## src/rtl/pixel_stream_tx.sv

```systemverilog
// pixel_stream_tx
//   Reads a raster-ordered frame out of a synchronous frame memory and
//   streams it out over a valid/ready interface. Each pixel carries
//   start/end of frame/line markers. A 2-entry output FIFO decouples the
//   one-cycle memory latency from downstream backpressure.
//
// Ports
//   clk, reset        clock; asynchronous active-high reset
//   start             begin a frame (only looked at while idle)
//   abort             drop the current frame immediately
//   mem_rd_en         frame-memory read request
//   mem_addr          frame-memory read address (y*IMAGE_WIDTH + x)
//   mem_rd_data       read data, valid one cycle after mem_rd_en
//   pixel_out         pixel at the FIFO head
//   pixel_valid       pixel_out and markers are valid
//   pixel_ready       downstream accepts the head pixel
//   sof, sol, eol, eof  frame/line markers of the head pixel
//   busy              a frame is in progress
//   done              one-cycle pulse when a frame completes normally
module pixel_stream_tx #(
  parameter int IMAGE_WIDTH  = 128,
  parameter int IMAGE_HEIGHT = 128,
  parameter int H_BLANK      = 4,
  localparam int ADDR_W      = $clog2(IMAGE_WIDTH * IMAGE_HEIGHT)
) (
  input  logic              clk,
  input  logic              reset,
  input  logic              start,
  input  logic              abort,
  output logic              mem_rd_en,
  output logic [ADDR_W-1:0] mem_addr,
  input  logic [7:0]        mem_rd_data,
  output logic [7:0]        pixel_out,
  output logic              pixel_valid,
  input  logic              pixel_ready,
  output logic              sof,
  output logic              sol,
  output logic              eol,
  output logic              eof,
  output logic              busy,
  output logic              done
);

  localparam int X_W  = $clog2(IMAGE_WIDTH);
  localparam int Y_W  = (IMAGE_HEIGHT > 1) ? $clog2(IMAGE_HEIGHT) : 1;
  localparam int HB_W = (H_BLANK > 1) ? $clog2(H_BLANK) : 1;

  localparam logic [X_W-1:0]  X_LAST  = X_W'(IMAGE_WIDTH - 1);
  localparam logic [Y_W-1:0]  Y_LAST  = Y_W'(IMAGE_HEIGHT - 1);
  localparam logic [HB_W-1:0] HB_LOAD = HB_W'((H_BLANK > 0) ? H_BLANK - 1 : 0);

  typedef enum logic [1:0] {
    IDLE,
    ACTIVE,
    HBLANK,
    DRAIN
  } state_t;

  state_t              state_q, state_d;
  logic [X_W-1:0]      x_q, x_d;
  logic [Y_W-1:0]      y_q, y_d;
  logic [ADDR_W-1:0]   addr_q, addr_d;
  logic [HB_W-1:0]     hb_q, hb_d;
  logic                pend_q, pend_d;
  logic [3:0]          tag_q, tag_d;
  // FIFO entries are {pixel[7:0], sof, sol, eol, eof}; entry 0 is the head.
  logic [11:0]         fifo0_q, fifo0_d;
  logic [11:0]         fifo1_q, fifo1_d;
  logic [1:0]          cnt_q, cnt_d;

  logic                pop;
  logic                push;
  logic                room_ok;
  logic                rd_issue;
  logic                is_eol;
  logic                is_last;
  logic                done_c;
  logic [11:0]         new_entry;

  // Occupancy bookkeeping: a read may be issued only if the entries held
  // after this cycle (FIFO + arriving data - departing head) leave room
  // for the data that the new read will return next cycle.
  always_comb begin
    pop       = (cnt_q != 2'd0) && pixel_ready;
    push      = pend_q && !abort;
    room_ok   = ({1'b0, cnt_q} + {2'b00, pend_q}) < (3'd2 + {2'b00, pop});
    rd_issue  = (state_q == ACTIVE) && !abort && room_ok;
    is_eol    = (x_q == X_LAST);
    is_last   = is_eol && (y_q == Y_LAST);
    new_entry = {mem_rd_data, tag_q};
  end

  // Output FIFO update; abort flushes it and drops any returning read.
  always_comb begin
    fifo0_d = fifo0_q;
    fifo1_d = fifo1_q;
    cnt_d   = cnt_q;
    case ({push, pop})
      2'b10: begin
        if (cnt_q == 2'd0) fifo0_d = new_entry;
        else               fifo1_d = new_entry;
        cnt_d = cnt_q + 2'd1;
      end
      2'b01: begin
        fifo0_d = fifo1_q;
        cnt_d   = cnt_q - 2'd1;
      end
      2'b11: begin
        if (cnt_q == 2'd1) begin
          fifo0_d = new_entry;
        end else begin
          fifo0_d = fifo1_q;
          fifo1_d = new_entry;
        end
      end
      default: ;
    endcase
    if (abort) cnt_d = 2'd0;
  end

  // Frame sequencing: raster counters advance on every issued read, and
  // the tag recorded at issue travels with the data into the FIFO.
  always_comb begin
    state_d = state_q;
    x_d     = x_q;
    y_d     = y_q;
    addr_d  = addr_q;
    hb_d    = hb_q;
    pend_d  = rd_issue;
    tag_d   = tag_q;
    done_c  = 1'b0;

    if (rd_issue) begin
      tag_d  = {(x_q == '0) && (y_q == '0), (x_q == '0), is_eol, is_last};
      addr_d = addr_q + ADDR_W'(1);
    end

    case (state_q)
      IDLE: begin
        if (start && !abort) state_d = ACTIVE;
      end
      ACTIVE: begin
        if (rd_issue) begin
          if (is_last) begin
            state_d = DRAIN;
          end else if (is_eol) begin
            x_d = '0;
            y_d = y_q + Y_W'(1);
            if (H_BLANK > 0) begin
              state_d = HBLANK;
              hb_d    = HB_LOAD;
            end
          end else begin
            x_d = x_q + X_W'(1);
          end
        end
      end
      HBLANK: begin
        if (hb_q == '0) state_d = ACTIVE;
        else            hb_d    = hb_q - HB_W'(1);
      end
      DRAIN: begin
        if ((cnt_q == 2'd0) && !pend_q) begin
          state_d = IDLE;
          done_c  = 1'b1;
        end
      end
      default: state_d = IDLE;
    endcase

    // Returning to idle always leaves the raster position at the origin.
    if (abort || (state_d == IDLE)) begin
      state_d = IDLE;
      x_d     = '0;
      y_d     = '0;
      addr_d  = '0;
      hb_d    = '0;
      done_c  = done_c && !abort;
    end
  end

  always_ff @(posedge clk or posedge reset) begin
    if (reset) begin
      state_q <= IDLE;
      x_q     <= '0;
      y_q     <= '0;
      addr_q  <= '0;
      hb_q    <= '0;
      pend_q  <= 1'b0;
      tag_q   <= '0;
      fifo0_q <= '0;
      fifo1_q <= '0;
      cnt_q   <= 2'd0;
    end else begin
      state_q <= state_d;
      x_q     <= x_d;
      y_q     <= y_d;
      addr_q  <= addr_d;
      hb_q    <= hb_d;
      pend_q  <= pend_d;
      tag_q   <= tag_d;
      fifo0_q <= fifo0_d;
      fifo1_q <= fifo1_d;
      cnt_q   <= cnt_d;
    end
  end

  // Head-of-FIFO outputs are forced to zero when nothing is valid.
  always_comb begin
    pixel_valid = (cnt_q != 2'd0);
    pixel_out   = pixel_valid ? fifo0_q[11:4] : 8'd0;
    sof         = pixel_valid && fifo0_q[3];
    sol         = pixel_valid && fifo0_q[2];
    eol         = pixel_valid && fifo0_q[1];
    eof         = pixel_valid && fifo0_q[0];
    mem_rd_en   = rd_issue;
    mem_addr    = addr_q;
    busy        = (state_q != IDLE);
    done        = done_c;
  end

endmodule

```

## config.mk

```make
export PLATFORM = sky130hd
export DESIGN_NAME = pixel_stream_tx
export DESIGN_NICKNAME = d
export VERILOG_FILES = /design/src/rtl/pixel_stream_tx.sv
export SDC_FILE = /design/constraint.sdc
export NUM_CORES = 1
export LEC_CHECK = 0
export ABC_AREA = 1
export CAP_MARGIN = 0
export CORE_UTILIZATION = 50
export DETAILED_ROUTE_END_ITERATION = 8
export DONT_BUFFER_PORTS = 1
export GPL_ROUTABILITY_DRIVEN = 0
export SYNTH_ARGS = -nofsm -noshare
export SYNTH_HDL_FRONTEND = slang
export SYNTH_SLANG_ARGS = --single-unit
```

## constraint.sdc

```tcl
create_clock -name clk -period 2.4 [get_ports clk]
set_clock_uncertainty 0.1 [all_clocks]
set_input_delay 0.24 -clock clk [delete_from_list [all_inputs] [get_ports clk]]
set_output_delay 0.24 -clock clk [all_outputs]
set_load 0.02 [all_outputs]
```

## Word-level counts from Yosys, hierarchy flattened

Index checks and enable logic that the tools add are counted.

| storage, ports and cells | value |
|---|---|
| flip-flop bits (word level) | 63 |
| input bits | 13 |
| output and inout bits | 30 |
| word-level logic and storage cells | 110 |

| cells by class | value |
|---|---|
| add/subtract/negate cells | 8 |
| $lt $le $gt $ge | 1 |
| eq/ne operators | 17 |
| multiplexer cells | 38 |
| reduce and logical (&&, ||, !) cells | 36 |

Operators with widths:

| cell | number |
|---|---|
| 7-bit two-way mux | 10 |
| 12-bit two-way mux | 4 |
| 12-bit one-hot mux with 3 select lines | 1 |
| 14-bit two-way mux | 2 |
| 2-bit two-way mux | 13 |
| 12-bit one-hot mux with 2 select lines | 1 |
| 14-bit by 1-bit adder with 14-bit output (second input constant) | 1 |
| 7-bit by 1-bit adder with 7-bit output (second input constant) | 2 |
| 7-bit equality test (second input constant) | 2 |
| 7-bit logical NOT | 2 |
| 1-bit logical AND | 13 |
| 2-bit nonzero test | 6 |
| 3-bit by 2-bit inequality test with 1-bit output (second input constant) | 3 |
| 3-bit nonzero test | 3 |
| 2-bit equality test (second input constant) | 4 |
| 2-bit logical NOT | 4 |
| 8-bit two-way mux | 1 |
| 2-bit one-hot mux with 2 select lines | 2 |
| 2-bit one-hot mux with 4 select lines | 1 |
| 2-bit by 1-bit equality test with 1-bit output (second input constant) | 3 |
| 2-bit inequality test (second input constant) | 3 |
| 3-bit AND reduction | 2 |
| 5-bit AND reduction | 1 |
| 4-bit AND reduction | 1 |
| other kinds (11) | 15 |

## Longest topological paths before layout

Gate-level depths: netlist of run 1.

| logic depth | value |
|---|---|
| word-level depth | 11 |
| depth in mapped cells | 15 |
| mapped depth without buffers | 14 |

## Worst setup path before layout of run 1

OpenSTA, ideal clock, no wires.

| timing path | value |
|---|---|
| path kind | reg-to-reg |
| start | register cnt_q[0] |
| end | register addr_q[7] (netlist: mem_addr[7]) |
| setup time | 0.118 ns |
| arrival time | 1.887 ns |
| required time | 2.182 ns |
| setup slack | 0.295 ns |
| stages on the path, launching flop included | 14 |
| buffers on the path | 1 |
| clock period less this slack | 2.105 ns |
| cell sequence | dfrtp_1 > inv_1 > ha_1 > inv_2 > nand3_1 > nand2_1 > nand2_1 > buf_6 > inv_2 > nand4_2 > nor2_1 > nand2_1 > xor2_1 > nor2_1 |

| between the ends | value |
|---|---|
| longest elaborated chain between the ends | 10 |
| elaborated cells between the ends (all ways) | 15 |
| classes of those cells | add/sub: 2; order compare: 1; mux: 4; reduce/logical: 8 |

Ends and longest elaborated chain:

| item | RTL line | text |
|---|---|---|
| start, declared | 69 | `logic [1:0] cnt_q, cnt_d;` |
| start signal, assigned | 204 | `cnt_q <= cnt_d;` |
| 2-bit nonzero test (*) | n/a |  |
| via pixel_valid | 34 | `output logic pixel_valid,` |
| 1-bit logical AND (*) | 84 | `pop = (cnt_q != 2'd0) && pixel_ready;` |
| 2-bit by 1-bit adder with 3-bit output (*) | 86 | `room_ok = ({1'b0, cnt_q} + {2'b00, pend_q}) < (3'd2 + {2'b00, pop});` |
| 3-bit < comparator (*) | 86 |  |
| 1-bit logical AND (*) | 87 | `rd_issue = (state_q == ACTIVE) && !abort && room_ok;` |
| via mem_rd_en | 30 | `output logic mem_rd_en,` |
| 2-bit two-way mux | 143 | `if (rd_issue) begin` |
| 2-bit one-hot mux with 4 select lines | 138 | `case (state_q)` |
| 2-bit logical NOT | 172 | `if (abort \|\| (state_d == IDLE)) begin` |
| 1-bit logical OR | 172 |  |
| 14-bit two-way mux / 2-bit nonzero test (equally long branches) | n/a |  |
| end signal, assigned | 198 | `addr_q <= addr_d;` |
| end, declared | 62 | `logic [ADDR_W-1:0] addr_q, addr_d;` |

The timed path passes the listed nets; every way through them passes the cells marked *.
A chain may end at the register's enable or synchronous reset.

## Final worst setup path of run 1

| timing path | value |
|---|---|
| start | register cnt_q[0] |
| end | register addr_q[10] (netlist: mem_addr[10]) |

| between the ends | value |
|---|---|
| longest elaborated chain between the ends | 10 |
| elaborated cells between the ends (all ways) | 15 |
| classes of those cells | add/sub: 2; order compare: 1; mux: 4; reduce/logical: 8 |

Ends and longest elaborated chain:

| item | RTL line |
|---|---|
| 2-bit nonzero test | 84 |
| 1-bit logical AND | 84 |
| 2-bit by 1-bit adder with 3-bit output | 86 |
| 3-bit < comparator | 86 |
| 1-bit logical AND | 87 |
| 2-bit two-way mux | 143 |
| 2-bit one-hot mux with 4 select lines | 138 |
| 2-bit logical NOT | 172 |
| 1-bit logical OR | 172 |
| 14-bit two-way mux / 2-bit nonzero test (equally long branches) | n/a |

Parallel ways exist; a longest one is shown, timed or not.

==> results by stage, run 1 <==
Pwr:
- The design draws around 3.2 mW.
- Power spread over the standard cell area amounts to ~840 nW/um^2.
- The relative contribution of combinational cells to total power is 0.257.
- The fraction of power consumed by the clock network is 0.313.
- Of the total power, the share spent switching nets is 0.327.
- The portion of total power attributed to sequential cells is 0.430.
- In this run the power spent charging and discharging nets is 1.06 mW.
- The internal power of the cells totals 2.18 mW.
- IR analysis of the VDD net gives a maximum drop of 0.000457 V.
- The analysis attributes to cell leakage a power of 1.81 nW.

Placement:
- The count of buffers added on input and output ports is 0.
- The setup slack after placement is about 140 ps.
- In this run, placement finished with an instance count of 490.
- After legalization and detailed placement, the total HPWL measured 4560 microns.

Finish:
- The area occupied by registers is 1580 sq um.
- Compared with the post-synthesis result, the final layout area differs by 14.0%.
- The combined area of the multi-input logic cells is roughly 1500 sq um.
- The layout filler cell count is 596.
- In the final layout, the share of cells above drive strength 1 is 0.139.
- The antenna diode instance count is 0.
- The final layout contains 463 nets.
- Leaving out filler cells and counting taps, the final layout contains between 500 and 600.

Worst setup path:
- The slowest stage of the critical path is the sky130_fd_sc_hd__dfrtp_1 cell.
- The buffering stage count on the worst path with inverters included is 1.
- The largest single stage delay on the critical path is 420 ps.
- The critical path arrival is 2330 ps.
- The largest driver fanout on the critical path is 8.
- The startpoint type of the worst setup path is a flip-flop.
- The endpoint type of the worst setup path is a flip-flop.
- Walking the worst path, the cells encountered are ha_1 > ha_2 > nor3_4 > nand2_2 > buf_4 > nor2_2 > nand2_2 > nor2_2 > nand2_2 > nor2_2 > nand2_1 > nand2_1 > nor2_1.
- The critical register-to-register path startpoint is cnt_q[0]$_DFFE_PP0P_.
- The required time of the critical path is 2510 ps.
- The critical setup path kind is reg2reg.
- The kind of cell with the highest combined delay on the critical path is simple AND/OR/NAND/NOR gates.
- In this run the worst setup path begins at cnt_q[0]$_DFFE_PP0P_.

Job:
- The tool flagged a number of max-cap violations equal to 0.

STA:
- For the final routed database, the setup TNS stands at 0 ps.
- The actual transition at the worst max-transition pin is 396 ps.
- Setup repair after global routing left no endpoint under its margin.
- In the finished design, the share of the clock period the worst path needs comes to 0.926.
- The worst slew margin relative to its limit is 0.735.
- The number of pins with negative max-slew slack in the final report was 0.
- The hold violation total from the final report was 0.
- Once routing completed, OpenROAD measured the worst setup slack at approximately 180 ps.
- Setup violations remaining at the end of the flow were counted as 0.
- The final worst hold slack is around 42 ps.
- The maximum clock rate is 450 MHz.
- The final critical delay including setup and external delays is between 2000 and 2500 ps.

Yosys:
- For this run, the leading register cell type out of synthesis is sky130_fd_sc_hd__dfrtp_1.
- sky130_fd_sc_hd__nor2_1 is the most common cell in the netlist.
- The average instance in the mapped netlist occupies 8.29 sq um.
- Synthesis produced a netlist whose cell count is 411.
- The commonest cells after synthesis are 67 x sky130_fd_sc_hd__nor2_1, 63 x sky130_fd_sc_hd__dfrtp_1, 62 x sky130_fd_sc_hd__nand2_1.
- The share of flip-flops with an asynchronous set or reset after synthesis is 1.00.
- By area the synthesized netlist is led by sky130_fd_sc_hd__dfrtp_1 46%, sky130_fd_sc_hd__nor2_1 7.4%, sky130_fd_sc_hd__nand2_1 6.8%, sky130_fd_sc_hd__inv_1 6.7%, sky130_fd_sc_hd__ha_1 5.5%.
- The count of warnings emitted by yosys is 0.
- Yosys mapped a number of flops with a built-in enable equal to 0.
- The fraction of the yosys area taken by sequential cells is 0.463.
- The synthesized net count is 439.
- Synthesis inferred 63 register bits.
- After synthesis, the netlist uses 33 different library cells.
- Of the post-synthesis cell area, the dominant cell type holds 0.463.
- The post-synth design cell area is approximately 3400 sq um.
- The biggest area contributor in the post-synthesis netlist is sky130_fd_sc_hd__dfrtp_1.

Detailed routing:
- The total DRC errors in the routed layout is 10.
- After the first detailed-routing iteration, the DRC count stood at 140.
- The number of nets still failing antenna checks after routing is 0.
- After detailed routing, the number of vias per cell comes to 5.10.
- The number of iterations in the first detailed-routing pass is 6.
- The total vias in the final route is 2638.
- After detailed routing, the average wire length per cell comes to roughly 13 microns.
- After detailed routing, the total wire length is about 6500 microns.

Floorplanning:
- From bottom edge to top edge, the die measures 84.5 microns.
- The die footprint is 7150 sq um.
- The floorplan core area is 6460 sq um.
- The count of pins on the block boundary is 43.
- The starting utilization of the core area is 0.527.
- In this run the horizontal extent of the chip is 84.5 microns.
- The number of cell rows is 29.

Clock tree:
- The clock slew seen by the registers of the worst setup and hold paths is 70 ps.
- The clock sink count is 63.
- TritonCTS built the clock tree.
- The H-tree generated during clock tree synthesis spans 3 levels.
- Clock tree synthesis selected as its root buffer the cell sky130_fd_sc_hd__clkbuf_8.
- TritonCTS created 9 clock buffers.
- Counting along the longest clock path gives a buffer depth of 2.
- The later pin in the worst-skew pair is clocked with a latency of 340 ps.

Run status:
- The run finished, with violations left.
- The final reports fail on DRC.

Min path:
- The class of the tightest hold or removal check is in2reg.
- The hold path startpoint is abort.

GRT:
- The global-route wire length before repair is approximately 12000 microns.
- The total routing usage reported by global routing is 0.206.
- The number of global-route vias before repair came to 2582.
- The global-route congestion overflow total is 0.
- The number of antenna violations at the first check in global routing was 0.
- The maximum number of pins on one net before global-route repair is 29.
==> power by group through the flow <==
stage / clock network (mW) / logic [mW] / registers (mW)
after detailed placement: 0 / 0.831 / 1.42
after floorplan: 0 / 0.673 / 1.40
final: 1.02 / 0.836 / 1.39
after global routing: 1.09 / 0.977 / 1.42
after global placement: 0 / 0.812 / 1.41
after CTS: 1.05 / 0.851 / 1.40
==> layout by cell type (no fill, tap or decap) <==
master / count
sky130_fd_sc_hd__nand2_1: 59
sky130_fd_sc_hd__o21ai_0: 18
sky130_fd_sc_hd__o21ai_1: 1
sky130_fd_sc_hd__clkinv_2: 3
sky130_fd_sc_hd__ha_1: 13
sky130_fd_sc_hd__nor3_4: 1
sky130_fd_sc_hd__o22ai_1: 1
sky130_fd_sc_hd__dfrtp_1: 62
sky130_fd_sc_hd__o21bai_1: 1
sky130_fd_sc_hd__clkbuf_8: 10
sky130_fd_sc_hd__o31ai_1: 2
sky130_fd_sc_hd__a21oi_1: 22
sky130_fd_sc_hd__nor2_4: 3
sky130_fd_sc_hd__xnor2_1: 3
sky130_fd_sc_hd__nor3_2: 1
sky130_fd_sc_hd__nand2_2: 4
sky130_fd_sc_hd__nand3_1: 16
sky130_fd_sc_hd__nand3_2: 2
sky130_fd_sc_hd__o211ai_1: 12
sky130_fd_sc_hd__inv_2: 6
sky130_fd_sc_hd__dlygate4sd3_1: 10
sky130_fd_sc_hd__clkinv_4: 1
sky130_fd_sc_hd__a21o_1: 1
sky130_fd_sc_hd__nor3_1: 12
sky130_fd_sc_hd__a211oi_2: 1
sky130_fd_sc_hd__a21boi_1: 1
sky130_fd_sc_hd__nand3_4: 1
sky130_fd_sc_hd__dfrtp_2: 1
sky130_fd_sc_hd__nand2_4: 1
sky130_fd_sc_hd__inv_1: 59
sky130_fd_sc_hd__buf_4: 14
sky130_fd_sc_hd__a21oi_2: 4
sky130_fd_sc_hd__xor2_1: 11
sky130_fd_sc_hd__nor2_1: 64
sky130_fd_sc_hd__bufinv_16: 2
sky130_fd_sc_hd__nand4_1: 11
sky130_fd_sc_hd__nor2_2: 3
sky130_fd_sc_hd__nand4_2: 1
sky130_fd_sc_hd__ha_2: 2
==> what timing repair did <==
item / in CTS / in global routing
buffers inserted: 0 / 1
endpoints found under the setup margin: 0 / 7
gates resized for setup: 0 / 10
hold buffers: 10 / 0
endpoints found under the hold margin: 26 / 0
==> worst paths after layout <==
kind                                       endpoint  slack [ps]  cells past startpoint
max reg2reg                mem_addr[10]$_DFFE_PP0P_         180                     13
min                         mem_addr[2]$_DFFE_PP0P_          40                      3
max                        mem_addr[10]$_DFFE_PP0P_         180                     13
max in group asynchronous      state_q[1]$_DFF_PP0_        1260                      3
min reg2reg                  fifo1_q[0]$_DFFE_PP0P_         430                      2
min in group asynchronous   mem_addr[4]$_DFFE_PP0P_         230                      2
==> state kept, by name (all words and copies together), names as in the netlist <==
| register | flops |
|---|---|
| hb_q | 2 |
| fifo1_q | 12 |
| fifo0_q | 12 |
| y_q | 7 |
| state_q | 2 |
| cnt_q | 2 |
| tag_q | 4 |
| mem_addr | 14 |
| pend_q | 1 |
| x_q | 7 |
==> tightest hold or removal path, stage by stage <==
cell,delay [ps]
sky130_fd_sc_hd__inv_2,70
sky130_fd_sc_hd__nand3_1,100
sky130_fd_sc_hd__nor2_1,40
==> per-layer routing <==
layer | global-route usage | up-vias | share of wire
met3 | 0.0472 | 8 | 0.039
met2 | 0.337 | 42 | 0.46
li1 | - | 1368 | -
met1 | 0.262 | 1220 | 0.48
met5 | 0 | - | 0
met4 | 0.0924 | 0 | 0.013
==> stage by stage <==
| stage | util | area [sq um] |
|---|---|---|
| 5_1_grt | 0.601 | 3880 |
| 6_report | 0.601 | 3880 |
| 4_1_cts | 0.597 | 3850 |
| 3_3_place_gp | 0.547 | 3530 |
| 3_5_place_dp | 0.547 | 3530 |
| 2_1_floorplan | - | 3410 |
==> cells by family after synthesis <==
| logic type | count (synthesis) | synth area share |
|---|---|---|
| AND/OR/NAND/NOR | 179 | 0.241 |
| buffers and inverters | 76 | 0.0915 |
| AO/OA/AOI/OAI | 64 | 0.114 |
| flip-flops | 63 | 0.463 |
| adder cells (fa/ha/maj) | 15 | 0.0551 |
| XOR/XNOR | 14 | 0.0360 |
==> final cells by class <==
class | instances | share of cell area
Multi-Input combinational cell | 272 | 0.396
Inverter | 65 | 0.0628
Clock inverter | 6 | 0.0216
Clock buffer | 10 | 0.0354
Tap cell | 77 | 0.0248
Timing Repair Buffer | 24 | 0.0529
Sequential cell | 63 | 0.406
Note: power is estimated with default switching activity, not from simulation.
==> inputs of run 2 (changes only) <==
CTS_BUF_LIST = sky130_fd_sc_hd__clkbuf_4   (was default)
==> run 2 against run 1 <==
  * The run still ends with DRC left
  * Non-clock buffer count rose by 1
  * Worst hold slack better by 67 ps
  * Sequential cell count unchanged
  * Critical endpoint is now mem_rd_en
  * Largest cell class unchanged
  * Critical path depth is 6 lower
  * Count of clock-buffer cells in the layout decreased by 1
==> results by stage, run 2 (synthesized netlist as in run 1, its figures left out) <==
Run status:
- The checks that failed: DRC.
- The run finished, with violations left.

Job:
- Across the run, the number of max-cap violations was 0.

Finish:
- The area growth from synthesis to layout is 12.4%.
- The share of post-route cells with drive strength above 1 is 0.134.
- The area occupied by registers is 1580 sq um.
- The layout has 607 filler cells.
- The most common cell after layout, fill and taps aside is sky130_fd_sc_hd__nor2_1.
- The combined area of the multi-input logic cells is ~1500 sq um.
- The register with the most flip-flops in the layout has 14 of them.
- The library cells used most frequently in the layout, excluding fill and tap cells, are 64 x sky130_fd_sc_hd__nor2_1, 62 x sky130_fd_sc_hd__dfrtp_1, 60 x sky130_fd_sc_hd__nand2_1.
- After the last flow step, the layout net total stands at 464.
- The final cell utilization of the core is 0.593.
- The count of cells in the finished layout, fillers not included, comes to 518.
- Summing all non-filler instances in the final layout gives an area of 3830 sq um.
- The number of antenna diodes in the final layout is 0.

Floorplanning:
- The floorplan step defined a die boundary enclosing 7150 sq um.
- The die is 84.5 microns wide.
- Pin placement for this block handled 43 I/O pins.
- The floorplan has 29 rows.
- The floorplan core area is 6460 sq um.
- The die is 84.5 microns tall.
- The starting utilization of the core area is 0.527.

Worst setup path:
- The largest incremental delay on the critical path is about 430 ps.
- The critical path contains buffers and inverters numbering 3 combined.
- Data on the critical path is required at its endpoint by 2060 ps.
- Walking the worst path, the cells encountered are ha_1 > ha_1 > nor3_4 > nand2_2 > buf_4 > inv_2 > buf_4.
- Along the worst path, the maximum fanout reaches 8.
- The slowest stage cell on the critical path is sky130_fd_sc_hd__dfrtp_1.
- The startpoint type of the worst setup path is a flip-flop.
- The setup path with the least slack is of type reg2out.
- The endpoint type of the worst setup path is a primary output.
- Data arrives at the worst endpoint at 1920 ps.
- The kind of cell with the highest combined delay on the critical path is flip-flops.

Min path:
- The tightest min-delay check is of the in2reg type.

Clock tree:
- The number of levels the H-tree was split into is 3.
- The TritonCTS clock tree is done.
- The root cell of the clock tree is sky130_fd_sc_hd__clkbuf_4.
- After clock tree synthesis, the clock-pin slew on the worst setup and hold paths is 110 ps.
- The clock sink count is between 60 and 70.
- The longest clock path from root to sink contains 2 buffers.
- The clock network latency to the later pin of the worst-skew pair is approximately 400 ps.
- The number of buffers added by the clock tree synthesis step is 9.

Detailed routing:
- Detailed routing inserted a total of between 2000 and 3000 vias.
- The DRC violation total after the first TritonRoute iteration is 154.
- Before antenna repair, the detailed router went through 6 iterations.
- The number of nets still failing antenna checks after routing is 0.
- The per-cell via count in the routed design is ~5.1.
- The total DRC errors in the routed layout is 11.
- The wire length per cell after detailed routing is roughly 13 microns.
- The final routed wirelength across all metal layers is 6510 microns.

Pwr:
- The power density over cell area is 794 nW/um^2.
- The analysis attributes to cell leakage a power of between 1.5 and 2 nW.
- The largest voltage drop on the vdd net is 0.000336 V.

Placement:
- In this run the cell area measured after placement is about 3500 sq um.
- Once detailed placement completed, the half-perimeter wirelength came to 4560 microns.
- The number of port buffers is 0.
- Once placement completed, the tool counted placed cells totaling 490.

STA:
- Setup violations remaining at the end of the flow were counted as 0.
- The number of pins with negative max-slew slack in the final report is 0.
- The hold violation total from the final report was 0.
- In the finished design, the share of the clock period the worst path needs comes to 0.940.
- The actual transition at the worst max-transition pin is 396 ps.
- The tightest hold path in the finished design has a slack of 109 ps.
- Setup repair after global routing left no endpoint under its margin.
- The worst path in the final design needs a cycle of between 2000 and 2500 ps, including I/O delays and setup.
- The summed negative setup slack over all endpoints is 0 ps.
- Based on the critical path, the design can be clocked at up to between 400 and 500 MHz.
- The worst slew margin relative to its limit is 0.735.

GRT:
- The maximum number of pins on one net before global-route repair is 29.
- The global-route congestion overflow total is 0.
- The first global-routing pass estimated 11700 microns of wire.
- The total routing usage reported by global routing is 0.206.
- The number of global-route vias before repair is 2591.
- The number of antenna violations at the first check in global routing is 0.
-- run 2: stage by stage --
| stage | setup slack (ps) | power [mW] |
|---|---|---|
| 2_1_floorplan | 295 | 2.07 |
| 4_1_cts | 30.7 | 3.08 |
| 5_1_grt | 14.6 | 3.27 |
| 3_3_place_gp | 203 | 2.22 |
| 3_5_place_dp | 142 | 2.25 |
| 6_report | 144 | 3.04 |
-- run 2: worst paths after layout --
check                                        from                       end  slack (ps)  cells past startpoint
max                          cnt_q[0]$_DFFE_PP0P_                 mem_rd_en         140                      7
min                                         abort      cnt_q[1]$_DFFE_PP0P_         110                      4
max reg2reg                  cnt_q[0]$_DFFE_PP0P_  mem_addr[10]$_DFFE_PP0P_         210                     13
min reg2reg                fifo1_q[0]$_DFFE_PP0P_    fifo1_q[0]$_DFFE_PP0P_         440                      2
max in group asynchronous                   reset      state_q[1]$_DFF_PP0_        1330                      3
min in group asynchronous                   reset   mem_addr[4]$_DFFE_PP0P_         160                      2
-- run 2: area by class of cell --
class                      instances  area share
sequential                        63       0.412
multi-input combinational        272       0.403
inverter                          65      0.0637
timing repair buffer              25      0.0556
tap                               77      0.0252
clock inverter                     7      0.0229
clock buffer                       9      0.0176
-- run 2: per-layer routing --
metal | vias up | track usage | share of wire
met2 | 42 | 0.337 | 0.47
met5 | - | 0 | 0
met3 | 7 | 0.0472 | 0.036
li1 | 1371 | - | -
met4 | 0 | 0.0924 | 0.011
met1 | 1242 | 0.261 | 0.48
-- run 2: timing repair --
action,in CTS,in global routing
endpoints found under the setup margin,0,8
resized for setup,0,9
endpoints found under the hold margin,62,0
buffers inserted,0,2
hold buffers,10,0
-- run 2: worst reg2reg max path, cell delays in order, from the launching register on --
cell and delay (ps):
sky130_fd_sc_hd__dfrtp_1 430, sky130_fd_sc_hd__ha_1 200, sky130_fd_sc_hd__ha_1 220, sky130_fd_sc_hd__nor3_4 160
sky130_fd_sc_hd__nand2_2 90, sky130_fd_sc_hd__buf_4 180, sky130_fd_sc_hd__nor2_2 80, sky130_fd_sc_hd__nand2_1 90
sky130_fd_sc_hd__nor2_2 150, sky130_fd_sc_hd__nand2_1 90, sky130_fd_sc_hd__nor2_2 110, sky130_fd_sc_hd__nand2_1 60
sky130_fd_sc_hd__nand2_1 70, sky130_fd_sc_hd__nor2_1 40
-- run 2: report_power, final --
| group | switching (mW) | internal, mW |
|---|---|---|
| combinational | 0.571 | 0.273 |
| sequential | 0.0913 | 1.30 |
| clock | 0.389 | 0.416 |
==> inputs of run 3 (changes only) <==
CELL_PAD_IN_SITES_DETAIL_PLACEMENT = 1   (was default)
CELL_PAD_IN_SITES_GLOBAL_PLACEMENT = 1   (was default)
CORE_UTILIZATION = 49   (was 50)
PLACE_DENSITY_LB_ADDON = 0.1   (was default)
==> run 3 against run 2 <==
  * The flow now finishes without violations
  * Power fell by 1.0%
  * Combinational power rose by 4.1%
  * Count of clock-buffer cells in the layout did not move
  * Core utilization fell by 2.4 points
  * Via count rose by 4.1%
  * Sequential cell count did not move
  * Clock power fell by 9.1%
  * Critical endpoint unchanged
  * Largest cell class unchanged
  * Largest power group unchanged
==> results by stage, run 3 (synthesized netlist as in run 1, its figures left out) <==
Run status:
- The flow ran to the end, and the final reports show no timing, DRC or antenna violations.

Worst setup path:
- The buffering stage count on the worst path with inverters included is 5.
- The kind of cell with the highest combined delay along the critical path is buffers and inverters.
- The slowest stage cell on the critical path is sky130_fd_sc_hd__dfrtp_2.
- In this design, the stage delay of the slowest critical-path cell is between 400 and 500 ps.
- The critical path goes through inv_2 > ha_2 > inv_1 > nor3_4 > nand2_2 > buf_6 > inv_2 > buf_8.
- The worst setup path is captured at a primary output.
- The critical setup path kind is reg2out.
- Along the worst path, the maximum fanout reaches 9.
- STA puts the critical path data arrival time at 1950 ps.
- The worst setup path is launched from a flip-flop.
- The required time of the critical path is roughly 2100 ps.
- The worst setup slack for register-to-register paths is 200 ps.
- The cell with the most instances on the worst path is sky130_fd_sc_hd__inv_2.

Finish:
- Once layout is complete, the cells apart from fillers number 520.
- The register with the most flip-flops in the layout has 14 of them.
- The share of post-route cells with drive strength above 1 is 0.136.
- The final net count is 463.
- The area growth from synthesis to final layout is 12.8%.
- The antenna diode instance count is 0.
- In the layout the commonest cells are 64 x sky130_fd_sc_hd__nor2_1, 62 x sky130_fd_sc_hd__dfrtp_1, 60 x sky130_fd_sc_hd__nand2_1.
- The most common cell after layout, fill and taps aside is sky130_fd_sc_hd__nor2_1.

Clock tree:
- Clock-pin slew was measured on the worst setup and hold paths at approximately 110 ps.
- The clock sink count is 63.
- The TritonCTS clock tree is done.
- The clock network latency to the later pin of the worst-skew pair is 420 ps.
- The H-tree was split into 3 levels.
- The number of buffers added by the clock tree synthesis step is 9.
- The tree is rooted in a sky130_fd_sc_hd__clkbuf_4.
- Counting along the longest clock path gives a buffer depth of 2.

Pwr:
- IR analysis of the VDD net gives a maximum drop of 0.000283 V.
- The analysis attributes to cell leakage a power of 1.78 nW.
- The total power is 3.01 mW.
- Dividing total power by cell area gives a power density of 783 nW/um^2.

Floorplanning:
- The die footprint is 7290 sq um.
- For this configuration, the core starts out at a cell density of 0.504.
- The floorplan step defined a core boundary enclosing 6760 sq um.
- The die is ~85 microns wide.
- The count of pins on the block boundary is 43.
- The number of cell rows is 30.
- The overall die height is between 80 and 90 microns.

GRT:
- The maximum number of pins on one net before global-route repair is 64.
- The first global-routing pass estimated 12800 microns of wire.
- The total routing usage reported by global routing is 0.221.
- The number of antenna violations at the first check in global routing came to 0.
- The number of global-route vias before repair is 2907.
- The total overflow left after global routing is 0.

STA:
- Setup violations remaining at the end of the flow were counted as 0.
- The number of pins with negative max-slew slack in the final report was 0.
- The worst pin sits at a relative slew slack of 0.739.
- The summed negative setup slack over all endpoints is 0 ps.
- Setup repair after global routing left no endpoint under its margin.
- The hold violation total from the final report was 0.
- The final critical delay including setup and external delays is 2290 ps.
- The actual transition at the worst max-transition pin is 390 ps.
- The share of the cycle needed by the critical path after routing is 0.953.
- Derived from the worst setup path, the maximum achievable clock frequency is between 400 and 500 MHz.

Min path:
- The tightest min-delay check is of the in2reg type.

Detailed routing:
- Dividing the detail-routed wire length by the instance count gives 14.4 microns.
- For this block, the initial DRC count from the detailed router was 59.
- For this block, the via count after detailed routing is 2771.
- The per-cell via count in the routed design is ~5.3.
- In this run the remaining antenna-violating nets after routing total 0.
- The final routed wirelength across all metal layers is ~7500 microns.
- The total DRC errors in the routed layout is 0.
- For this run, the detailed router's first-pass iteration total came to 4.

Placement:
- Buffers placed on the I/O ports in this run total 0.
- The placed wire-length estimate is 5240 microns.
- Once placement completed, the tool counted placed cells totaling between 400 and 500.

Job:
- The number of max-cap violations is 0.
==> run 3: cell count changes in the layout (fill, tap and decap cells not counted), sizes merged <==
cell	change
clkinv	-2
clkinvlp	+2
buf	-1
bufinv	-1
inv	+1
==> run 3: where the power goes <==
part	internal (mW)	switching [mW]	total, mW
logic	0.279	0.600	0.879
registers	1.30	0.0972	1.40
clock network	0.318	0.414	0.732
==> run 3: cell type report <==
type                    count  area, sq um
flip-flops and latches     63         1580
inverters                  65          244
clock buffers               9         67.6
fillers                   825         2910
well taps                  80          100
multi-input cells         272         1550
repair buffers             24          229
clock inverters             7         72.6
==> run 3: path summary, 6_finish.rpt <==
check,start,endpoint,cells after the start
worst max-delay path,state_q[1]$_DFF_PP0_,mem_rd_en,8
worst min-delay path,pixel_ready,tag_q[0]$_DFFE_PP0N_,4
worst max register to register,state_q[1]$_DFF_PP0_,mem_addr[7]$_DFFE_PP0P_,12
worst min register to register,fifo1_q[0]$_DFFE_PP0P_,fifo1_q[0]$_DFFE_PP0P_,2
max in group asynchronous,reset,state_q[1]$_DFF_PP0_,3
min in group asynchronous,reset,fifo0_q[4]$_DFFE_PP0P_,3
==> run 3: layer usage <==
metal	track usage	part of all wire	wire, microns
met5	0	0	0
met4	0.0803	0.017	124
met3	0.0418	0.026	195
met2	0.408	0.51	3860
met1	0.255	0.44	3310
==> run 3: through the flow <==
| step | hold WS, ps | utilization | area [sq um] | worst slack [ps] |
|---|---|---|---|---|
| 2_1_floorplan | 283 | - | 3410 | 295 |
| 3_3_place_gp | 123 | 0.523 | 3530 | 191 |
| 3_5_place_dp | 129 | 0.523 | 3530 | 60.8 |
| 4_1_cts | 80.5 | 0.560 | 3780 | 0.512 |
| 5_1_grt | 110 | 0.569 | 3840 | 7.01 |
| 6_report | 97.5 | 0.569 | 3840 | 114 |
==> run 3: worst register-to-register path: cells and delay by family (launching register included) <==
kind / cells / cell delay [ps]
xor gates and xnor gates: 1 / 150
buffers and inverters: 4 / 420
adders and majority gates: 1 / 200
DFF: 1 / 450
and+or+nand+nor: 6 / 800
==> run 3: timing repair <==
| item | in CTS | in global routing |
|---|---|---|
| hold endpoints to repair | 85 | 0 |
| hold buffers | 10 | 0 |
| endpoints found under the setup margin | 1 | 3 |
| gates resized for setup | 2 | 12 |
| setup buffers | 1 | 2 |
| pin swaps | 0 | 2 |
